**src/rtl/ps2_keyboard_rx.sv**
```systemverilog
// PS/2 keyboard receiver: folds E0/F0 prefixes into one 32-bit key-event word.
// Latency: keyboard_data updates 4 clk cycles after the stop-bit falling edge at the pin.
// Backpressure: none; software polls the free-running event count, nothing is acknowledged.
//
// Ports:
//   clk, rst       system clock, synchronous active-high reset
//   ps2_clk        raw PS/2 clock pin (asynchronous)
//   ps2_data       raw PS/2 data pin (asynchronous)
//   keyboard_data  {err_cnt[31:24], evt_cnt[23:16], 6'b0, release[9], extended[8], code[7:0]}
// Build option: define PS2_PARITY_CHECK_EN to reject frames whose data+parity
// bits do not have odd parity; otherwise only a low stop bit marks a bad frame.
module ps2_keyboard_rx #(
    parameter int TIMEOUT_CYCLES = 50000
) (
    input  logic        clk,
    input  logic        rst,
    input  logic        ps2_clk,
    input  logic        ps2_data,
    output logic [31:0] keyboard_data
);

    localparam int TW = $clog2(TIMEOUT_CYCLES + 1);
    localparam logic [TW-1:0] TOUT_LAST = TW'(TIMEOUT_CYCLES - 1);

    typedef enum logic [1:0] {
        ST_IDLE,
        ST_DATA,
        ST_PARITY,
        ST_STOP
    } state_t;

    // ---------------------------------------------------------------
    // Pin synchronisers; idle level of both PS/2 lines is high.
    // ---------------------------------------------------------------
    logic clk_s1, clk_s2, clk_d;
    logic dat_s1, dat_s2;
    logic fall;

    always_ff @(posedge clk) begin
        if (rst) begin
            clk_s1 <= 1'b1;
            clk_s2 <= 1'b1;
            clk_d  <= 1'b1;
            dat_s1 <= 1'b1;
            dat_s2 <= 1'b1;
        end else begin
            clk_s1 <= ps2_clk;
            clk_s2 <= clk_s1;
            clk_d  <= clk_s2;
            dat_s1 <= ps2_data;
            dat_s2 <= dat_s1;
        end
    end

    assign fall = clk_d & ~clk_s2;

    // ---------------------------------------------------------------
    // Frame FSM
    // ---------------------------------------------------------------
    state_t        state_q, state_d;
    logic [2:0]    bit_cnt_q, bit_cnt_d;
    logic [7:0]    shift_q, shift_d;
    logic          parity_q, parity_d;
    logic [TW-1:0] to_cnt_q, to_cnt_d;
    logic          timeout_hit;
    logic          frame_done;
    logic          frame_bad;

    always_ff @(posedge clk) begin
        if (rst) begin
            state_q   <= ST_IDLE;
            bit_cnt_q <= '0;
            shift_q   <= '0;
            parity_q  <= 1'b0;
            to_cnt_q  <= '0;
        end else begin
            state_q   <= state_d;
            bit_cnt_q <= bit_cnt_d;
            shift_q   <= shift_d;
            parity_q  <= parity_d;
            to_cnt_q  <= to_cnt_d;
        end
    end

    always_comb begin
        state_d    = state_q;
        bit_cnt_d  = bit_cnt_q;
        shift_d    = shift_q;
        parity_d   = parity_q;
        frame_done = 1'b0;
        frame_bad  = 1'b0;
        // An edge in the same cycle wins over the timeout, so the two
        // error sources can never both fire at once.
        timeout_hit = (state_q != ST_IDLE) && !fall && (to_cnt_q == TOUT_LAST);

        if (timeout_hit) begin
            state_d = ST_IDLE;
        end else if (fall) begin
            case (state_q)
                ST_IDLE: begin
                    if (!dat_s2) begin
                        state_d   = ST_DATA;
                        bit_cnt_d = '0;
                    end
                end
                ST_DATA: begin
                    shift_d   = {dat_s2, shift_q[7:1]};
                    bit_cnt_d = bit_cnt_q + 3'd1;
                    if (bit_cnt_q == 3'd7) begin
                        state_d = ST_PARITY;
                    end
                end
                ST_PARITY: begin
                    parity_d = dat_s2;
                    state_d  = ST_STOP;
                end
                ST_STOP: begin
                    state_d    = ST_IDLE;
                    frame_done = 1'b1;
`ifdef PS2_PARITY_CHECK_EN
                    frame_bad  = ~dat_s2 | ~(^{shift_q, parity_q});
`else
                    frame_bad  = ~dat_s2;
`endif
                end
                default: state_d = ST_IDLE;
            endcase
        end

        if (fall || timeout_hit || state_q == ST_IDLE) begin
            to_cnt_d = '0;
        end else begin
            to_cnt_d = to_cnt_q + 1'b1;
        end
    end

`ifndef PS2_PARITY_CHECK_EN
    // Parity is captured for visibility but plays no part in validation here.
    logic unused_parity;
    assign unused_parity = parity_q;
`endif

    // ---------------------------------------------------------------
    // Frame result register: one cycle between stop sample and output.
    // ---------------------------------------------------------------
    logic       byte_vld_q;
    logic [7:0] byte_dat_q;
    logic       err_q;

    always_ff @(posedge clk) begin
        if (rst) begin
            byte_vld_q <= 1'b0;
            byte_dat_q <= '0;
            err_q      <= 1'b0;
        end else begin
            byte_vld_q <= frame_done & ~frame_bad;
            byte_dat_q <= shift_q;
            err_q      <= timeout_hit | (frame_done & frame_bad);
        end
    end

    // ---------------------------------------------------------------
    // Byte decoder and counters
    // ---------------------------------------------------------------
    logic [7:0] code_q;
    logic       ext_q, brk_q;
    logic       ext_pend, brk_pend;
    logic [7:0] evt_cnt_q, err_cnt_q;

    always_ff @(posedge clk) begin
        if (rst) begin
            code_q    <= '0;
            ext_q     <= 1'b0;
            brk_q     <= 1'b0;
            ext_pend  <= 1'b0;
            brk_pend  <= 1'b0;
            evt_cnt_q <= '0;
            err_cnt_q <= '0;
        end else if (err_q) begin
            ext_pend <= 1'b0;
            brk_pend <= 1'b0;
            if (err_cnt_q != 8'hFF) begin
                err_cnt_q <= err_cnt_q + 8'd1;
            end
        end else if (byte_vld_q) begin
            if (byte_dat_q == 8'hE0) begin
                ext_pend <= 1'b1;
            end else if (byte_dat_q == 8'hF0) begin
                brk_pend <= 1'b1;
            end else begin
                code_q    <= byte_dat_q;
                ext_q     <= ext_pend;
                brk_q     <= brk_pend;
                evt_cnt_q <= evt_cnt_q + 8'd1;   // wraps 255 -> 0
                ext_pend  <= 1'b0;
                brk_pend  <= 1'b0;
            end
        end
    end

    assign keyboard_data = {err_cnt_q, evt_cnt_q, 6'b0, brk_q, ext_q, code_q};

endmodule

```
**config.mk**
```make
export PLATFORM = sky130hd
export DESIGN_NAME = ps2_keyboard_rx
export DESIGN_NICKNAME = d
export VERILOG_FILES = /design/src/rtl/ps2_keyboard_rx.sv
export SDC_FILE = /design/constraint.sdc
export NUM_CORES = 1
export LEC_CHECK = 0
export ABC_AREA = 1
export CORE_MARGIN = 1.5
export CORE_UTILIZATION = 59
export CTS_CLUSTER_DIAMETER = 200
export CTS_CLUSTER_SIZE = 30
export DETAILED_ROUTE_END_ITERATION = 16
export GPL_TIMING_DRIVEN = 0
export PLACE_DENSITY_LB_ADDON = 0.1
export REMOVE_ABC_BUFFERS = 1
export SKIP_LAST_GASP = 1
export SLEW_MARGIN = 10
export SYNTH_ARGS = -nofsm -noshare
export SYNTH_HDL_FRONTEND = slang
export SYNTH_SLANG_ARGS = --single-unit
export TNS_END_PERCENT = 20
```
**constraint.sdc**
```tcl
create_clock -name clk -period 2.9 [get_ports clk]
set_input_delay 0.58 -clock clk [delete_from_list [all_inputs] [get_ports clk]]
set_output_delay 0.58 -clock clk [all_outputs]
set_load 0.01 [all_outputs]
```
# After elaboration in Yosys (flattened, before gate mapping)
# Index checks and enable logic that the tools add are counted.
dict set report classes {
  add_sub_neg 4
  n_eq_ne 11
  muxes 14
  n_bitwise 11
  n_reduce_logical 18
}
# operator count
set ops {}
lappend ops {{adder 16 x 1 -> 16 bit (second input constant)} 1}
lappend ops {{adder 8 x 1 -> 8 bit (second input constant)} 2}
lappend ops {{equality test 16 bit (second input constant)} 1}
lappend ops {{equality test 8 bit (second input constant)} 2}
lappend ops {{2-to-1 mux 1 bit} 9}
lappend ops {{!= test 8 bit (second input constant)} 1}
lappend ops {{case mux 2 bit (4 select lines)} 1}
lappend ops {{AND reduction 4 bit} 2}
lappend ops {{NOT 1 bit} 7}
lappend ops {{!= test 2 bit (second input constant)} 3}
lappend ops {{case mux 3 bit (2 select lines)} 1}
lappend ops {{AND reduction 2 bit} 3}
lappend ops {{AND reduction 3 bit} 2}
lappend ops {{OR reduction 2 bit} 3}
lappend ops {{equality test 2 bit (second input constant)} 2}
lappend ops {{2-to-1 mux 2 bit} 2}
lappend ops {{nonzero test 2 bit} 2}
lappend ops {{adder 3 x 1 -> 3 bit (second input constant)} 1}
lappend ops {{AND 1 bit} 3}
lappend ops {{equality test 3 bit (second input constant)} 1}
lappend ops {{2-to-1 mux 3 bit} 1}
lappend ops {{equality test 2 x 1 -> 1 bit (second input constant)} 1}
lappend ops {{logical AND 1 bit} 2}
lappend ops {{logical NOT 2 bit} 1}
lappend ops {{other kinds (3)} 4}
dict set report word_totals {
  reg_bits 72
}

# Longest topological paths before layout
dict set report depth {
  ltp_word 8
  ltp_mapped 9
  ltp_nobuf 9
}

# Least setup slack after synthesis
# No wires, ideal clock.
dict set report synth_timing {
  kind {input-to-reg}
  startpoint {in rst}
  endpoint {reg shift_q[6]}
  arrival_time_ns 1.306
  setup_slack_ns 1.524
  cell_stages 5
  n_path_buf 2
  path_cell_list {buf_2 -> clkinv_1 -> clkbuf_1 -> o21ai_0 -> a21oi_1}
}
# element line
set synth_lines {}
lappend synth_lines {{start, declared} 16} ;# input logic rst,
lappend synth_lines {{end signal, assigned} 79} ;# shift_q <= shift_d;
lappend synth_lines {{end, declared} 62} ;# logic [7:0] shift_q, shift_d;

# Final worst setup path
dict set report layout_timing {
  startpoint {in rst}
  endpoint {reg to_cnt_q[11]}
}
dict set report layout_via {
  elab_chain_len 1
}
# element line
set layout_lines {}
lappend layout_lines {{OR reduction 2 bit (no source line)} --}
lappend layout_lines {{end signal, assigned} 81} ;# to_cnt_q <= to_cnt_d;
lappend layout_lines {{end, declared} 64} ;# logic [TW-1:0] to_cnt_q, to_cnt_d;
# Every way passes these cells.
# A chain may end at the register's enable or synchronous reset.

==> impl_metrics.yaml <==
setup_path:
  cp-end-kind: "flip-flop"
  cp.depth: 4
  rrSetupSlack_ns: 1.34
  cp_cell_sequence: "clkdlybuf4s15_2 -> clkinv_1 -> nand3_2 -> nor2_1"
  crit_path_max_fanout: 37
  worstPathRequired_ns: 3.12
  crit_slowest_cell: "clkinv_1"
  max_stage_delay_ns: 0.66
  worst_r2r_path_depth: 8
  arrival_ns: 2.48
  r2r-start: "err_cnt_q[0]"
  reg2reg_to: "err_cnt_q[3]"
  startpoint_type: "primary input"
  cp_num_buf_inv: 2
  crit_family: "buffers and inverters"
  setup.worst_path.class: "primary input to flip-flop"
sta:
  rsz0062_at_grt: "no"
  slew_headroom: 0.5104
  period_share: 0.7790
  setup_viol: 0
  slew_viol_final: 0
  fmax_mhz: 442.7
  whs_ns: 0.4097
  hold_viol_final: 0
  period_needed_ns: 2.259
  tightestPinTransition_ns: 0.7343
  finClkSkew_ns: 0.004325
cts:
  clockBufferDepth: 2
  cts.hold.buffers_added: 0
  root_buffer: "clkbuf_8"
  clk_pin_slew_ns: 0.07
  cts_tree: "built"
  post-cts-setup-buffer-count: 0
  cts.htree.levels: 3
  clk_latency_ns: 0.34
  cts.sink_count: 72
  cts-buffers-inserted: 9
cells_and_area:
  fin_nets: 462
  fillCellCount: 427
  area_growth_pct: 14.58
  ff_latch_area_um2: 1441
  multi_input_area_um2: 1463
  final_cells: 524
  antenna_cells: 0
  drive_gt1_frac: 0.06388
  final_util: 0.7073
drt:
  dr.first_iter.drc_count: 121
  routed.top_layer: "met4"
  finalWirelength_mm: 5.970
  wl_met3_um: 213
  first_pass_iters: 4
  vias: 2675
  drt-wirelength-per-cell_um: 11.39
  drtAntennaViolNets: 0
  viasPerCell: 5.105
  drc: 0
  wl_met2_mm: 2.880
  wl_met1_mm: 2.751
flow_run:
  cap_violations: 0
placement:
  io_buffers: 29
  place_hpwl_mm: 4.102
  dp_cells: 508
  place_congestion: 0.8235
min_path:
  whs_endpoint: "clk_s2"
  hold_depth: 1
  min_path_type: "flip-flop to flip-flop"
  hp-start: "clk_s1"
yosys:
  synth_most_common_cell: "nand2_1"
  synth_area_leaders: "dfxtp_1 45%, nand2_1 9.5%, a21oi_1 6.9%"
  seq_area_frac_synth: 0.4514
  synth-async-reset-ratio: 0
  yosys_warnings: 0
  yosysTopAreaCell: "dfxtp_1"
  synth_edf_count: 0
  syn_avg_cell_area_um2: 7.549
  synth_seq_cells: 72
  synth_top_cell_area_share: 0.4514
  synth_cell_types: 30
  syn_inst: 423
  synth_ff_type: "dfxtp_1"
  ys_top_cells_by_count: "81 x nand2_1, 72 x dfxtp_1, 51 x nor2_1"
  synth_area_um2: 3193
die:
  rows: 26
  ios: 36
  coreArea_um2: 5172
  die_area_um2: 5862
  start_util: 0.6173
  die_x_um: 76.57
  fp.dieH_um: 76.57
global_routing:
  grt.total_usage: 0.2199
  grt_max_degree: 38
  antenna_found_initial: 0
  grt-ovfl-total: 0
  grt_pass1_vias: 2457
  grt_pass1_wl_mm: 10.33
pwr:
  power_density_nw_per_um2: 497.0
  p_seq_frac: 0.547
  switching_power_uw: 374.2
  combinationalPowerShare: 0.018
  swShare: 0.2058
  p_clk_frac: 0.436
  p_int_mw: 1.444
  ir_drop_uv: 552.4
  p_leak_nw: 1.345
status:
  status: "finished, final reports clean"
## worst reg2reg max path, delay by kind of cell (launching register included)
family	cells	cell delay, ns
AND/OR/NAND/NOR	5	0.62
flip-flops	1	0.38
adder cells (fa/ha/maj)	1	0.21
AO/OA/AOI/OAI	1	0.14
buffers and inverters	1	0.10
## timing repair
action,CTS,global route
endpoints found under the setup margin,30,0
resized for setup,3,0
endpoints found under the hold margin,0,0
## how the worst max path moves through the flow
stage,start,end,slack [ns]
after global placement,rst,to_cnt_q[12],-0.66
after global routing,rst,to_cnt_q[11],0.40
after detailed placement,rst,to_cnt_q[11],-0.70
final,rst,to_cnt_q[11],0.64
after floorplan,err_cnt_q[1],err_cnt_q[3],1.59
after CTS,rst,to_cnt_q[11],0.61
## metal layers
metal | up-vias | GRT usage
li1 | 1407 | -
met1 | 1200 | 0.2513
met2 | 56 | 0.3830
met3 | 12 | 0.05030
met4 | 0 | 0.1111
met5 | - | 0
## state kept, by name (all words and copies together), names as in the netlist
signal      cells
bit_cnt_q       3
brk_pend        1
brk_q           1
byte_dat_q      8
byte_vld_q      1
clk_d           1
clk_s1          1
clk_s2          1
code_q          8
dat_s1          1
dat_s2          1
err_cnt_q       8
err_q           1
evt_cnt_q       8
ext_pend        1
ext_q           1
shift_q         8
state_q         2
to_cnt_q       16
## cell type report
cell class / count / area share
Clock buffer: 13 / 0.04343
Inverter: 47 / 0.04822
Clock inverter: 3 / 0.01094
Tap cell: 70 / 0.02394
Multi-Input combinational cell: 290 / 0.3998
Sequential cell: 72 / 0.3940
Timing Repair Buffer: 29 / 0.07969
## layout by cell type (no fill, tap or decap), drive strengths merged, types with 3 or more instances in the layout
cell           count
clkinv             3
ha                 9
xnor2              4
nor2              54
a21oi             44
nand3             37
clkdlybuf4s50     28
inv               46
dfxtp             72
nand2             82
or2                6
conb               6
nor3               6
xor2               4
o21ai             21
clkbuf            13
nand4             10
## logic make-up (layout without fill, tap and decap cells)
group	count (synthesis)	count (layout)	synth area share
AND/OR/NAND/NOR	199	199	0.2841
flip-flops	72	72	0.4514
AO/OA/AOI/OAI	68	68	0.1097
buffers and inverters	66	92	0.09639
adder cells (fa/ha/maj)	9	9	0.03527
XOR/XNOR	8	8	0.02194
other	1	6	0.001174
## power by group through the flow
stage               Combinational (mW)  Clock (mW)  Sequential, mW
floorplan                       0.0175           0            1.02
global placement                0.0319           0            1.02
detailed placement              0.0328           0            1.02
CTS                             0.0325       0.809           0.994
global route                    0.0366       0.848           0.994
finish                          0.0321       0.792           0.994
## per-stage QoR
| step | total power, mW | setup slack, ns | setup TNS, ns | area [um2] |
|---|---|---|---|---|
| after floorplan | 1.034 | 1.591 | 0 | 3080 |
| after global routing | 1.879 | 0.3997 | 0 | 3659 |
| final | 1.818 | 0.6409 | 0 | 3659 |
| after detailed placement | 1.050 | -0.6996 | -17.94 | 3458 |
| after CTS | 1.836 | 0.6099 | 0 | 3659 |
| after global placement | 1.049 | -0.6573 | -16.54 | 3458 |
(Power assumes the default switching activity.)
==> RTL edit 1: new RTL, same flow settings <==
The parameter `TIMEOUT_CYCLES` goes from 50000 to 100000.
--- a/src/rtl/ps2_keyboard_rx.sv
+++ b/src/rtl/ps2_keyboard_rx.sv
@@ -10,7 +10,7 @@
 // Build option: define PS2_PARITY_CHECK_EN to reject frames whose data+parity
 // bits do not have odd parity; otherwise only a low stop bit marks a bad frame.
 module ps2_keyboard_rx #(
-    parameter int TIMEOUT_CYCLES = 50000
+    parameter int TIMEOUT_CYCLES = 100000
 ) (
     input  logic        clk,
     input  logic        rst,
Behaviour: same outputs for any inputs over 10 cycles, from zero or initial values and one cycle with rst high; that may be too few to reach the edited logic, so the function may still have changed.
==> RTL edit 1 against the original RTL <==
  * Routed wire length decreased by 7.1%
  * Total power shrank 6.2%
  * Area after synthesis grew 2.3%
  * Worst setup slack better by 0.31 ns
  * Sequential cell count is 1 higher
  * Clock skew rose by 0.0027 ns
  * Cell area up 1.1%
  * Die area rose by 2.2%
==> RTL edit 1: results <==
metrics = {
    "power_and_ir_drop": {
        "leakagePower_nw": 1.37,
        "p_seq_frac": 0.591,
        "power_density_nw_per_um2": 461,
        "peakVddDrop_v": 0.000324,
        "p_clk_mw": 0.665,
    },
    "detailed_routing": {
        "wirelength_um": 5550,
        "drt_iter0_drc": 93,
    },
    "setup_path": {
        "max_stage_delay_ns": 0.58,
        "worstReg2RegEnd": "err_cnt_q[6]$_SDFFE_PP0P_",
        "cpMaxStageDelayCell": "clkdlybuf4s50_1",
        "crit_end": "keyboard_data[18]",
        "crit_fanout": 7,
        "arrival_ns": 1.37,
        "reg2regPathDepth": 10,
    },
    "synthesis": {
        "synth.avg_cell_area_um2": 7.49,
        "ys_top_cells_by_count": "nand2_1 (85), dfxtp_1 (73), nor2_1 (54)",
        "yosys_register_bits": 73,
        "ys_seq_area_frac": 0.448,
    },
    "layout": {
        "num-nets-final": 476,
        "multi_input_area_share": 0.411,
        "bufAreaShareNonClock": 0.0771,
        "inverters": 49,
        "final_util": 0.711,
        "clock_buffer_count": 11,
        "num-fill-cells": 442,
    },
    "clock_tree": {
        "cts_resized": 0,
    },
    "sta": {
        "clock-skew-final_ns": 0.00705,
        "fin_ws_ns": 0.954,
    },
    "global_route": {
        "grt_pass1_wl_um": 9920,
        "grt_pass1_vias": 2431,
        "grt_max_degree": 40,
    },
    "place": {
        "gp_congestion": 0.855,
        "place_area_um2": 3540,
        "dp_cells": 522,
        "dp_hpwl_um": 3860,
        "pre_cts_slack_ns": 0.954,
    },
    "worst_hold_path": {
        "hold_end": "dat_s2$_SDFF_PP1_",
        "hp-start": "dat_s1$_SDFF_PP1_",
    },
    "run_status": {
        "status": "complete, no violations",
    },
}
[RTL edit 1: cell types whose count changed after synthesis, moves of 2 or more]
cell,delta
nand3_2,-3
buf_2,-3
nand3_1,+2
clkbuf_1,+2
xor2_1,+4
nand2_1,+4
nand4_1,-2
nor2_1,+3
nor3b_1,-2
inv_1,+2
o21bai_1,-2
[RTL edit 1: cell families (layout without fill, tap and decap cells)]
family	Yosys count	in the layout	synth area share
and+or+nand+nor	207	207	0.287
DFF	73	73	0.448
AOI/OAI and AO/OA	68	68	0.107
buffers and inverters	67	93	0.0931
xor gates and xnor gates	11	11	0.0295
adders and majority gates	9	9	0.0345
other	1	6	0.00115
[RTL edit 1: metal layers]
layer	share of wire	routed length [um]	vias to the layer above	global-route usage
met2	0.46	2570	44	0.342
met4	0.0025	14	0	0.0964
met5	0	0	-	0
met1	0.50	2780	1191	0.244
li1	-	-	1443	-
met3	0.033	185	2	0.0435
==> RTL edit 2: new RTL, same settings <==
Made on the original files. Put a register stage on the output `keyboard_data`. The value now appears one clock later. Comments in the files are not updated.
--- a/src/rtl/ps2_keyboard_rx.sv
+++ b/src/rtl/ps2_keyboard_rx.sv
@@ -198,7 +198,9 @@
         end
     end
 
-    assign keyboard_data = {err_cnt_q, evt_cnt_q, 6'b0, brk_q, ext_q, code_q};
+    always_ff @(posedge clk) begin
+        keyboard_data <= {err_cnt_q, evt_cnt_q, 6'b0, brk_q, ext_q, code_q};
+    end
 
 endmodule
 
Behaviour: no difference found for any inputs over 10 cycles, from zero or initial values and one cycle with rst high; that may be too few to reach the edited logic, so the function may still have changed.
==> RTL edit 2 against the original RTL <==
  * Worst setup slack better by 0.47 ns
  * Cell area up 14%
  * Area after synthesis grew 15%
  * Sequential share of layout area is 7.6 points higher
  * Sequential cell count increased by 26
  * Total power grew 25%
  * Routed wire length fell by 0.45%
  * Combinational power shrank 5%
==> RTL edit 2: results <==
metrics = {
    "place": {
        "place_area_um2": 3970,
        "pre_cts_slack_ns": 0.707,
        "dp_cells": 535,
    },
    "setup_path": {
        "startpoint": "keyboard_data[6]$_DFF_P_",
        "max_stage_delay_ns": 0.53,
        "crit_end": "keyboard_data[6]",
        "worstReg2RegEnd": "bit_cnt_q[0]$_SDFFE_PP0P_",
        "r2r-start": "state_q[0]$_SDFFE_PP0P_",
    },
    "global_route": {
        "grt_pass1_wl_um": 10300,
        "grt_usage": 0.200,
        "met2_usage": 0.334,
        "grt_pass1_vias": 2486,
        "grt_max_degree": 41,
    },
    "synthesis": {
        "ys_seq_area_frac": 0.534,
        "synth.top_cells.by_area": "dfxtp_1 (53%), nand2_1 (8.9%), a21oi_1 (6.0%), nor2_1 (5.1%), inv_1 (4.6%)",
        "synth_cells": 442,
        "ys_top_cells_by_count": "dfxtp_1 (98), nand2_1 (87), nor2_1 (50)",
    },
    "sta": {
        "clock-skew-final_ns": 0.00948,
        "worst_hold_slack_ns": 0.353,
        "fmaxAchievable_ghz": 0.557,
    },
    "detailed_routing": {
        "wirelength_um": 5940,
        "dr_wl_met3_um": 205,
    },
    "layout": {
        "seq_share": 0.470,
        "num-fill-cells": 493,
        "nFlopsAndLatches": 98,
        "multi_input_area_um2": 1460,
        "num-nets-final": 484,
        "clock_buffer_count": 12,
        "inverters": 45,
        "fin_cells": 551,
        "multi_input_gates": 288,
        "clock_cell_area_share": 0.0492,
    },
    "worst_hold_path": {
        "hp-start": "code_q[1]$_SDFFE_PP0P_",
    },
    "clock_tree": {
        "clk_latency_ns": 0.36,
        "cts_resized": 0,
        "clkTransAtPathRegs_ns": 0.09,
    },
    "power_and_ir_drop": {
        "p_sw_frac": 0.206,
    },
    "run_status": {
        "status": "complete, no violations",
    },
    "floorplan": {
        "die_area_um2": 6710,
    },
}
-- RTL edit 2: power groups by stage --
stage	clock, mW	combinational, mW	sequential, mW
2_1_floorplan	0	0.0162	1.38
3_3_place_gp	0	0.0310	1.38
3_5_place_dp	0	0.0308	1.38
4_1_cts	0.904	0.0308	1.35
5_1_grt	0.953	0.0357	1.35
6_report	0.888	0.0306	1.35
-- RTL edit 2: worst min path at each step --
stage          cells past startpoint                  endpoint
3_3_place_gp                       0  keyboard_data[1]$_DFF_P_
4_1_cts                            0  keyboard_data[1]$_DFF_P_
5_1_grt                            0  keyboard_data[4]$_DFF_P_
6_report                           0  keyboard_data[1]$_DFF_P_
2_1_floorplan                      0  keyboard_data[0]$_DFF_P_
3_5_place_dp                       0  keyboard_data[1]$_DFF_P_
-- RTL edit 2: kinds of logic after synthesis --
kind of cell	after synthesis	share of synthesized area
compound gates	64	0.0898
simple gates	194	0.234
fa+ha+maj	9	0.0306
buf+inv	61	0.0749
other cells	1	0.00102
xor+xnor	15	0.0357
flops	98	0.534
